$ cat src/rtl/alu_issue_ctrl_if.sv
// Issue-side handshake bundle for alu_issue_ctrl.
// master: the issuing stage or bench. It drives in_valid, is_imm, funct3, funct7,
//         tag_in and out_ready.
// slave : alu_issue_ctrl. It drives in_ready, select, control, unit_start,
//         unit_kill, busy, illegal, out_valid and tag_out.
interface alu_issue_ctrl_if #(
    parameter int TAG_W = 5
);
    logic             in_valid;
    logic             in_ready;
    logic             is_imm;
    logic [2:0]       funct3;
    logic [6:0]       funct7;
    logic [TAG_W-1:0] tag_in;
    logic [2:0]       select;
    logic [1:0]       control;
    logic             unit_start;
    logic             unit_kill;
    logic             busy;
    logic             illegal;
    logic             out_valid;
    logic             out_ready;
    logic [TAG_W-1:0] tag_out;

    modport master (
        output in_valid, is_imm, funct3, funct7, tag_in, out_ready,
        input  in_ready, select, control, unit_start, unit_kill, busy,
               illegal, out_valid, tag_out
    );

    modport slave (
        input  in_valid, is_imm, funct3, funct7, tag_in, out_ready,
        output in_ready, select, control, unit_start, unit_kill, busy,
               illegal, out_valid, tag_out
    );
endinterface

$ cat src/rtl/alu_issue_ctrl.sv
// Registered decode and issue sequencer for the execute stage.
// It accepts one R-type or I-type op over valid/ready and decodes it to the ALU
// {select,control} code. It pulses unit_start, counts the unit latency, and holds
// out_valid with the tag until downstream accepts the result. At most one op is
// in flight at a time.
// Ports:
//   clk   : rising-edge clock
//   rst_n : synchronous active-low reset
//   flush : synchronous kill of the in-flight op
//   bus   : alu_issue_ctrl_if.slave, which carries the op input, the unit
//           controls and the result handshake
module alu_issue_ctrl #(
    parameter int MUL_LAT = 3,
    parameter int DIV_LAT = 32,
    parameter int TAG_W   = 5,
    parameter bit EN_M    = 1'b1
) (
    input logic            clk,
    input logic            rst_n,
    input logic            flush,
    alu_issue_ctrl_if.slave bus
);
    localparam int MAX_LAT = (MUL_LAT > DIV_LAT) ? MUL_LAT : DIV_LAT;
    localparam int CW      = $clog2(MAX_LAT) + 1;

    localparam logic [CW-1:0] MUL_CNT = CW'(MUL_LAT - 1);
    localparam logic [CW-1:0] DIV_CNT = CW'(DIV_LAT - 1);

    localparam logic [6:0] F7_BASE = 7'b0000000;
    localparam logic [6:0] F7_ALT  = 7'b0100000;
    localparam logic [6:0] F7_M    = 7'b0000001;

    typedef enum logic [1:0] {IDLE, BUSY, DONE} state_t;

    state_t           state;
    logic [CW-1:0]    cnt;
    logic [2:0]       sel_q;
    logic [1:0]       ctl_q;
    logic [TAG_W-1:0] tag_q;
    logic             ill_q;
    logic             start_q;
    logic             kill_q;

    logic [2:0]       dec_sel;
    logic [1:0]       dec_ctl;
    logic             dec_ill;
    logic [CW-1:0]    dec_cnt;
    logic             accept;

    // Reset and flush both gate in_ready so that no accept can slip through
    // in either condition.
    assign bus.in_ready = rst_n & ~flush &
                          ((state == IDLE) | ((state == DONE) & bus.out_ready));
    assign accept       = bus.in_valid & bus.in_ready;

    assign bus.select     = sel_q;
    assign bus.control    = ctl_q;
    assign bus.tag_out    = tag_q;
    assign bus.illegal    = ill_q;
    assign bus.unit_start = start_q;
    assign bus.unit_kill  = kill_q;
    assign bus.busy       = (state != IDLE);
    assign bus.out_valid  = (state == DONE);

    always_comb begin
        dec_sel = '0;
        dec_ctl = '0;
        dec_ill = 1'b0;
        if (bus.is_imm) begin
            // For I-type ops, funct7 only matters for the two shift encodings.
            case (bus.funct3)
                3'b000: begin dec_sel = 3'b000; dec_ctl = 2'b00; end
                3'b010: begin dec_sel = 3'b000; dec_ctl = 2'b10; end
                3'b011: begin dec_sel = 3'b000; dec_ctl = 2'b11; end
                3'b100: begin dec_sel = 3'b101; dec_ctl = 2'b00; end
                3'b110: begin dec_sel = 3'b110; dec_ctl = 2'b00; end
                3'b111: begin dec_sel = 3'b111; dec_ctl = 2'b00; end
                3'b001: begin
                    if (bus.funct7 == F7_BASE) dec_sel = 3'b011;
                    else                       dec_ill = 1'b1;
                end
                default: begin
                    if (bus.funct7 == F7_BASE)     dec_sel = 3'b100;
                    else if (bus.funct7 == F7_ALT) begin
                        dec_sel = 3'b100;
                        dec_ctl = 2'b01;
                    end else                       dec_ill = 1'b1;
                end
            endcase
        end else if (bus.funct7 == F7_BASE) begin
            case (bus.funct3)
                3'b000: begin dec_sel = 3'b000; dec_ctl = 2'b00; end
                3'b001: begin dec_sel = 3'b011; dec_ctl = 2'b00; end
                3'b010: begin dec_sel = 3'b000; dec_ctl = 2'b10; end
                3'b011: begin dec_sel = 3'b000; dec_ctl = 2'b11; end
                3'b100: begin dec_sel = 3'b101; dec_ctl = 2'b00; end
                3'b101: begin dec_sel = 3'b100; dec_ctl = 2'b00; end
                3'b110: begin dec_sel = 3'b110; dec_ctl = 2'b00; end
                default: begin dec_sel = 3'b111; dec_ctl = 2'b00; end
            endcase
        end else if (bus.funct7 == F7_ALT) begin
            if (bus.funct3 == 3'b000)      begin dec_sel = 3'b000; dec_ctl = 2'b01; end
            else if (bus.funct3 == 3'b101) begin dec_sel = 3'b100; dec_ctl = 2'b01; end
            else                           dec_ill = 1'b1;
        end else if ((bus.funct7 == F7_M) && EN_M) begin
            // In the M group, funct3[2] picks mul or div and funct3[1:0] is the sub-op.
            dec_sel = bus.funct3[2] ? 3'b010 : 3'b001;
            dec_ctl = bus.funct3[1:0];
        end else begin
            dec_ill = 1'b1;
        end
    end

    always_comb begin
        dec_cnt = '0;
        if (dec_sel == 3'b001)      dec_cnt = MUL_CNT;
        else if (dec_sel == 3'b010) dec_cnt = DIV_CNT;
    end

    always_ff @(posedge clk) begin
        if (!rst_n) begin
            state   <= IDLE;
            cnt     <= '0;
            sel_q   <= '0;
            ctl_q   <= '0;
            tag_q   <= '0;
            ill_q   <= 1'b0;
            start_q <= 1'b0;
            kill_q  <= 1'b0;
        end else if (flush) begin
            kill_q  <= (state != IDLE);
            start_q <= 1'b0;
            state   <= IDLE;
            cnt     <= '0;
            ill_q   <= 1'b0;
        end else begin
            kill_q  <= 1'b0;
            start_q <= accept;
            if (accept) begin
                // This covers accepts from IDLE and from DONE with out_ready,
                // where the old result retires on the same edge the new op is taken.
                sel_q <= dec_sel;
                ctl_q <= dec_ctl;
                tag_q <= bus.tag_in;
                ill_q <= dec_ill;
                cnt   <= dec_cnt;
                state <= BUSY;
            end else begin
                case (state)
                    BUSY: begin
                        if (cnt == '0) state <= DONE;
                        else           cnt   <= cnt - 1'b1;
                    end
                    DONE: begin
                        if (bus.out_ready) state <= IDLE;
                    end
                    default: state <= IDLE;
                endcase
            end
        end
    end
endmodule

$ cat src/flat_wrapper.sv
// flat-port wrapper written by rule: the top's interface ports become plain ports
module alu_issue_ctrl_flat 
#(
    parameter int MUL_LAT = 3,
    parameter int DIV_LAT = 32,
    parameter int TAG_W   = 5,
    parameter bit EN_M    = 1'b1
)
  (clk, rst_n, flush, bus_in_valid, bus_is_imm, bus_funct3, bus_funct7, bus_tag_in, bus_out_ready, bus_in_ready, bus_select, bus_control, bus_unit_start, bus_unit_kill, bus_busy, bus_illegal, bus_out_valid, bus_tag_out);
  alu_issue_ctrl_if #(.TAG_W(TAG_W)) bus_i ();
  input logic clk;
  input logic rst_n;
  input logic flush;
  input wire logic [$bits(bus_i.in_valid)-1:0] bus_in_valid;
  input wire logic [$bits(bus_i.is_imm)-1:0] bus_is_imm;
  input wire logic [$bits(bus_i.funct3)-1:0] bus_funct3;
  input wire logic [$bits(bus_i.funct7)-1:0] bus_funct7;
  input wire logic [$bits(bus_i.tag_in)-1:0] bus_tag_in;
  input wire logic [$bits(bus_i.out_ready)-1:0] bus_out_ready;
  output wire logic [$bits(bus_i.in_ready)-1:0] bus_in_ready;
  output wire logic [$bits(bus_i.select)-1:0] bus_select;
  output wire logic [$bits(bus_i.control)-1:0] bus_control;
  output wire logic [$bits(bus_i.unit_start)-1:0] bus_unit_start;
  output wire logic [$bits(bus_i.unit_kill)-1:0] bus_unit_kill;
  output wire logic [$bits(bus_i.busy)-1:0] bus_busy;
  output wire logic [$bits(bus_i.illegal)-1:0] bus_illegal;
  output wire logic [$bits(bus_i.out_valid)-1:0] bus_out_valid;
  output wire logic [$bits(bus_i.tag_out)-1:0] bus_tag_out;
  assign bus_i.in_valid = bus_in_valid;
  assign bus_i.is_imm = bus_is_imm;
  assign bus_i.funct3 = bus_funct3;
  assign bus_i.funct7 = bus_funct7;
  assign bus_i.tag_in = bus_tag_in;
  assign bus_i.out_ready = bus_out_ready;
  assign bus_in_ready = bus_i.in_ready;
  assign bus_select = bus_i.select;
  assign bus_control = bus_i.control;
  assign bus_unit_start = bus_i.unit_start;
  assign bus_unit_kill = bus_i.unit_kill;
  assign bus_busy = bus_i.busy;
  assign bus_illegal = bus_i.illegal;
  assign bus_out_valid = bus_i.out_valid;
  assign bus_tag_out = bus_i.tag_out;
  alu_issue_ctrl #(.MUL_LAT(MUL_LAT), .DIV_LAT(DIV_LAT), .TAG_W(TAG_W), .EN_M(EN_M)) u_core (.clk(clk), .rst_n(rst_n), .flush(flush), .bus(bus_i));
endmodule
$ cat config.mk
export PLATFORM = sky130hd
export DESIGN_NAME = alu_issue_ctrl_flat
export DESIGN_NICKNAME = d
export VERILOG_FILES = /design/src/rtl/alu_issue_ctrl_if.sv /design/src/rtl/alu_issue_ctrl.sv /design/src/flat_wrapper.sv
export SDC_FILE = /design/constraint.sdc
export NUM_CORES = 1
export LEC_CHECK = 0
export CAP_MARGIN = 20
export CORE_ASPECT_RATIO = 0.5
export CORE_MARGIN = 2
export CORE_UTILIZATION = 40
export CTS_CLUSTER_DIAMETER = 80
export CTS_CLUSTER_SIZE = 16
export DETAILED_ROUTE_END_ITERATION = 6
export DONT_BUFFER_PORTS = 1
export GPL_TIMING_DRIVEN = 0
export PLACE_DENSITY_LB_ADDON = 0.2
export SYNTH_ARGS = -nofsm -noshare
export SYNTH_HDL_FRONTEND = slang
export SYNTH_SLANG_ARGS = --single-unit
$ cat constraint.sdc
create_clock -name clk -period 2.4 [get_ports clk]
set_clock_uncertainty 0.1 [all_clocks]
set_input_delay 0 -clock clk [delete_from_list [all_inputs] [get_ports clk]]
set_output_delay 0 -clock clk [all_outputs]
set_load 0.01 [all_outputs]
Word level (Yosys, flattened, before mapping). Index checks and enable logic that the tools add are counted.

Register bits after elaboration: 21. Bits in latches: 0. RAM bits: 0. Bits in read-only memories: 0. Bits of input ports: 21. Output and inout bits: 16. Logic and storage cells: 92. Memories kept: 0.

$add $sub $neg: 1. Multipliers: 0. Divide/modulo/power cells: 0. Order comparisons: 0. Equality and inequality tests: 18. Shift operators: 0. Mux-type cells: 41. Bitwise logic cells: 7. Reduce and logical (&&, ||, !) cells: 16.

Operator list (number): 3-bit one-hot mux with 5 select lines (2); 3-bit two-way mux (8); 6-bit two-way mux (4); 2-bit two-way mux (10); 3-bit equality test (second input constant) (4); 1-bit two-way mux (12); 2-bit AND reduction (5); 3-bit by 2-bit equality test with 1-bit output (second input constant) (3); 2-bit one-hot mux with 2 select lines (2); 7-bit by 1-bit equality test with 1-bit output (second input constant) (1); 7-bit by 6-bit equality test with 1-bit output (second input constant) (1); 7-bit logical NOT (1); 3-bit by 1-bit equality test with 1-bit output (second input constant) (2); 6-bit logical NOT (1); 2-bit one-hot mux with 3 select lines (1); 3-bit OR reduction (2); 6-bit OR reduction (1); 6-bit by 1-bit subtractor with 6-bit output (second input constant) (1); 5-bit two-way mux (1); 5-bit OR reduction (1); 1-bit bitwise AND (4); 2-bit by 1-bit != test with 1-bit output (second input constant) (2); 2-bit nonzero test (2); 3-bit logical NOT (1); other kinds (10) (11).

Depth between registers and ports, before layout.
Depth in word-level cells: 10. Depth in mapped cells: 7.

Least setup slack after synthesis. OpenSTA, ideal clock, no wires.

Kind: register -> register. Start: reg u_core.cnt[0]. End: reg u_core.cnt[1]. Setup time: 0.058 ns. Data arrival time: 1.513 ns. Required time: 2.242 ns. Setup slack: 0.729 ns. Stages on the path, launching flop included: 8. Clock period less this slack: 1.671 ns. Cell sequence: dfxtp_1 -> inv_1 -> ha_1 -> a311oi_2 -> or2_0 -> buf_2 -> o221a_2 -> o21a_1.

Word-level cells in the longest chain between the ends: 4.

RTL lines: start: declaration (line alu_issue_ctrl.sv:36) `logic [CW-1:0] cnt;`; start signal: assignment (line alu_issue_ctrl.sv:146) `cnt <= dec_cnt;`; start signal: assignment (line alu_issue_ctrl.sv:152) `else cnt <= cnt - 1'b1;`; 6-bit by 1-bit subtractor with 6-bit output (line alu_issue_ctrl.sv:152); 6-bit two-way mux (line alu_issue_ctrl.sv:151) `if (cnt == '0) state <= DONE;`; 6-bit two-way mux (line alu_issue_ctrl.sv:149) `case (state)`; 6-bit two-way mux (line alu_issue_ctrl.sv:139) `if (accept) begin`.

Parallel ways exist; a longest one is shown, timed or not. The select of a mux whose other input is x is not followed. A chain may end at the register's enable or synchronous reset.

Worst setup path after layout. Same ends and word-level chain as after synthesis.

==> flow_summary.toml <==
[synthesis]
yosys_warnings = 0
synth_nets = 175
postSynthCellCount = 152
synth_edf_count = 0
syn_avg_cell_area_um2 = 8.08
synth_top_cell_area_share_pct = 34.3
ys.flop_type = "dfxtp_1"
synth-seq-area-share_pct = 34.3
synthArstFlopShare_pct = 0
synth_top_cell_by_area = "dfxtp_1"
synth_seq_cells = 21
yosysUniqueCellTypes = 47
synthTopCellsByArea = "dfxtp_1, nand2_1, nand3_1"
syn-cell-area_um2 = 1230

[sta]
fin_hold_ws_ps = 13.1
maxSlewViolCount = 0
timing.slew.headroom_pct = 65.4
hold_violations = 0
setup_viol = 0
rsz0062_at_grt = "false"
fmax_ghz = 0.518
setup_slack_ps = 470
finalSetupTns_ps = 0
period_minus_slack_ps = 1930
period_share_pct = 80.4
worstMarginPinSlew_ps = 519

[placed_design]
portBuffers = 0
placed_cell_area_um2 = 1280
place_inst = 192
dp_hpwl_mm = 1.97
gp_congestion = 0.851
post-place-ws_ps = 541

[cells_and_area]
syn_to_final_growth_pct = 18.5
mostFrequentLayoutCell = "dfxtp_1"
nets = 193
fin_cells = 209
diodes = 0
seq_area_um2 = 420
mostFrequentLayoutCells = "dfxtp_1, nand2_1, nor2_1, dlygate4sd3_1, nand3_1"
n_fill_cell = 318
layout-drive-gt1-share_pct = 12.4
fin_area_um2 = 1450
multi_input_area_um2 = 723

[critical_path]
cp_max_fo = 7
ff2ff_setup_slack_ps = 470
critPathTopFamily = "compound AO/OA/AOI/OAI gates"
required_ps = 2510
worstSetupStartpoint = "u_core.cnt[0]"
r2r_end = "u_core.cnt[1]"
critPathMaxStageDelay_ps = 460
crit_cells = 7
rr_worst_depth = 7
critical_path_class = "reg2reg"
cp-start-kind = "register"
worstPathArrival_ps = 2040
reg2reg_from = "u_core.cnt[0]"
cp_num_buf_inv = 2
crit_chain = "inv_1 -> ha_1 -> a311oi_2 -> or2_0 -> buf_2 -> o221a_2 -> o21a_1"
crit_path_end_kind = "register"
cpMaxStageDelayCell = "a311oi_2"

[pwr]
intPower_mw = 0.523
switching_share_pct = 26.1
ir_drop_v = 0.000244
comb_power_share_pct = 15.1
leakagePower_nw = 0.538
power_density_nw_per_um2 = 487
p_clk_share_pct = 32.7
p_switching_mw = 0.185
p_seq_share_pct = 52.3

[die]
die_h_um = 43.2
dieArea_um2 = 3550
io_pins = 37
core_area_um2 = 2960
num_rows = 14
die_w_um = 82.3
initial_core_util_pct = 41.5

[cts]
root_buffer = "clkbuf_8"
worstSkewPairLatency_ps = 260
h-tree-depth = 1
clk_pin_slew_worst_paths_ps = 80
numCtsBuffers = 3
cts_buffer_depth = 2
clock_sinks = 21
cts_setup_buffers = 0
cts_tree = "built"

[min_path]
hold_start = "rst_n"
hold_depth = 2
whs_endpoint = "u_core.bus.select[0]"
hold_class = "in2reg"

[global_route]
grt_pass1_vias = 1019
grt_usage_pct = 16.6
grt_remaining_overflow = 0
grt_max_degree = 13
grt_pass1_wl_mm = 4.52
antenna_found_initial = 0

[status]
status = "finished, final reports clean"

[drt]
drtIter0Drc = 48
routed_wl_mm = 2.77
wl_per_cell_um = 13.3
vias = 1132
ant_nets = 0
post-route-drc-count = 0
dr.pass1.iters = 4
routed_via_density = 5.42

[run]
maxCapViolCount = 0
worst max-delay path by stage:
stage | slack (ps) | endpoint
2_1_floorplan | 730 | u_core.cnt[1]
3_3_place_gp | 520 | u_core.cnt[1]
3_5_place_dp | 540 | u_core.cnt[1]
4_1_cts | 500 | u_core.cnt[1]
5_1_grt | 290 | u_core.cnt[2]
6_report | 470 | u_core.cnt[1]
synth_stat cells, types with 2 or more instances:
master	count
ha_1	2
nor2b_1	3
a22oi_1	2
a21boi_0	6
nor3_1	4
nand4_1	2
dfxtp_1	21
a31oi_1	2
nand2b_1	4
inv_1	7
nand3_1	10
nand2_1	18
nor4_1	2
buf_2	4
a211oi_2	2
xnor2_1	2
xor2_1	2
nor2_1	13
clkbuf_1	4
and3_1	3
o21ai_0	5
nor3b_1	2
o2111ai_1	2
nand3_2	2
a21oi_1	6
power groups by stage:
stage	logic [mW]	registers [mW]	clock network (mW)
final	0.107	0.370	0.231
after global routing	0.120	0.371	0.251
after CTS	0.107	0.370	0.240
after detailed placement	0.0923	0.378	0
after global placement	0.0911	0.378	0
after floorplan	0.0764	0.376	0
routing by layer:
metal  track usage, %  vias up  wire length, µm
li1                 -      578                -
met1             21.9      522             1370
met2             27.6       32             1230
met3             4.68        0              169
met4             2.00        0                0
met5                0        -                0
sequential cells by signal, indices dropped and copies added, names as in the netlist:
signal / count
u_core.bus.illegal: 1
u_core.state: 2
u_core.bus.tag_out: 5
u_core.bus.select: 3
u_core.cnt: 6
u_core.bus.unit_kill: 1
u_core.bus.control: 2
u_core.bus.unit_start: 1
kinds of logic after synthesis:
family	count (synthesis)	share of synthesized area, %
buffers and inverters	18	6.83
AO/OA/AOI/OAI	37	24.3
AND/OR/NAND/NOR	70	29.8
adder cells (fa/ha/maj)	2	2.04
XOR/XNOR	4	2.85
flip-flops	21	34.3
layout make-up:
class,instances,share of cell area [%]
multi-input cells,113,49.7
flip-flops and latches,21,28.9
repair buffers,13,8.95
plain buffers,10,3.70
well taps,40,3.44
clock buffers,3,2.84
inverters,8,2.07
clock inverters,1,0.344
what timing repair did:
item	4_1_cts	5_1_grt
endpoints found under the hold margin	12	0
gates resized for setup	0	0
endpoints found under the setup margin	0	0
hold buffers	13	0
metrics by stage:
stage / total power [mW] / util [%]
floorplan: 0.453 / -
global placement: 0.469 / 43.2
CTS: 0.716 / 49.1
finish: 0.707 / 49.1
detailed placement: 0.471 / 43.2
global route: 0.742 / 49.1
Note: power is estimated with default switching activity, not from simulation.
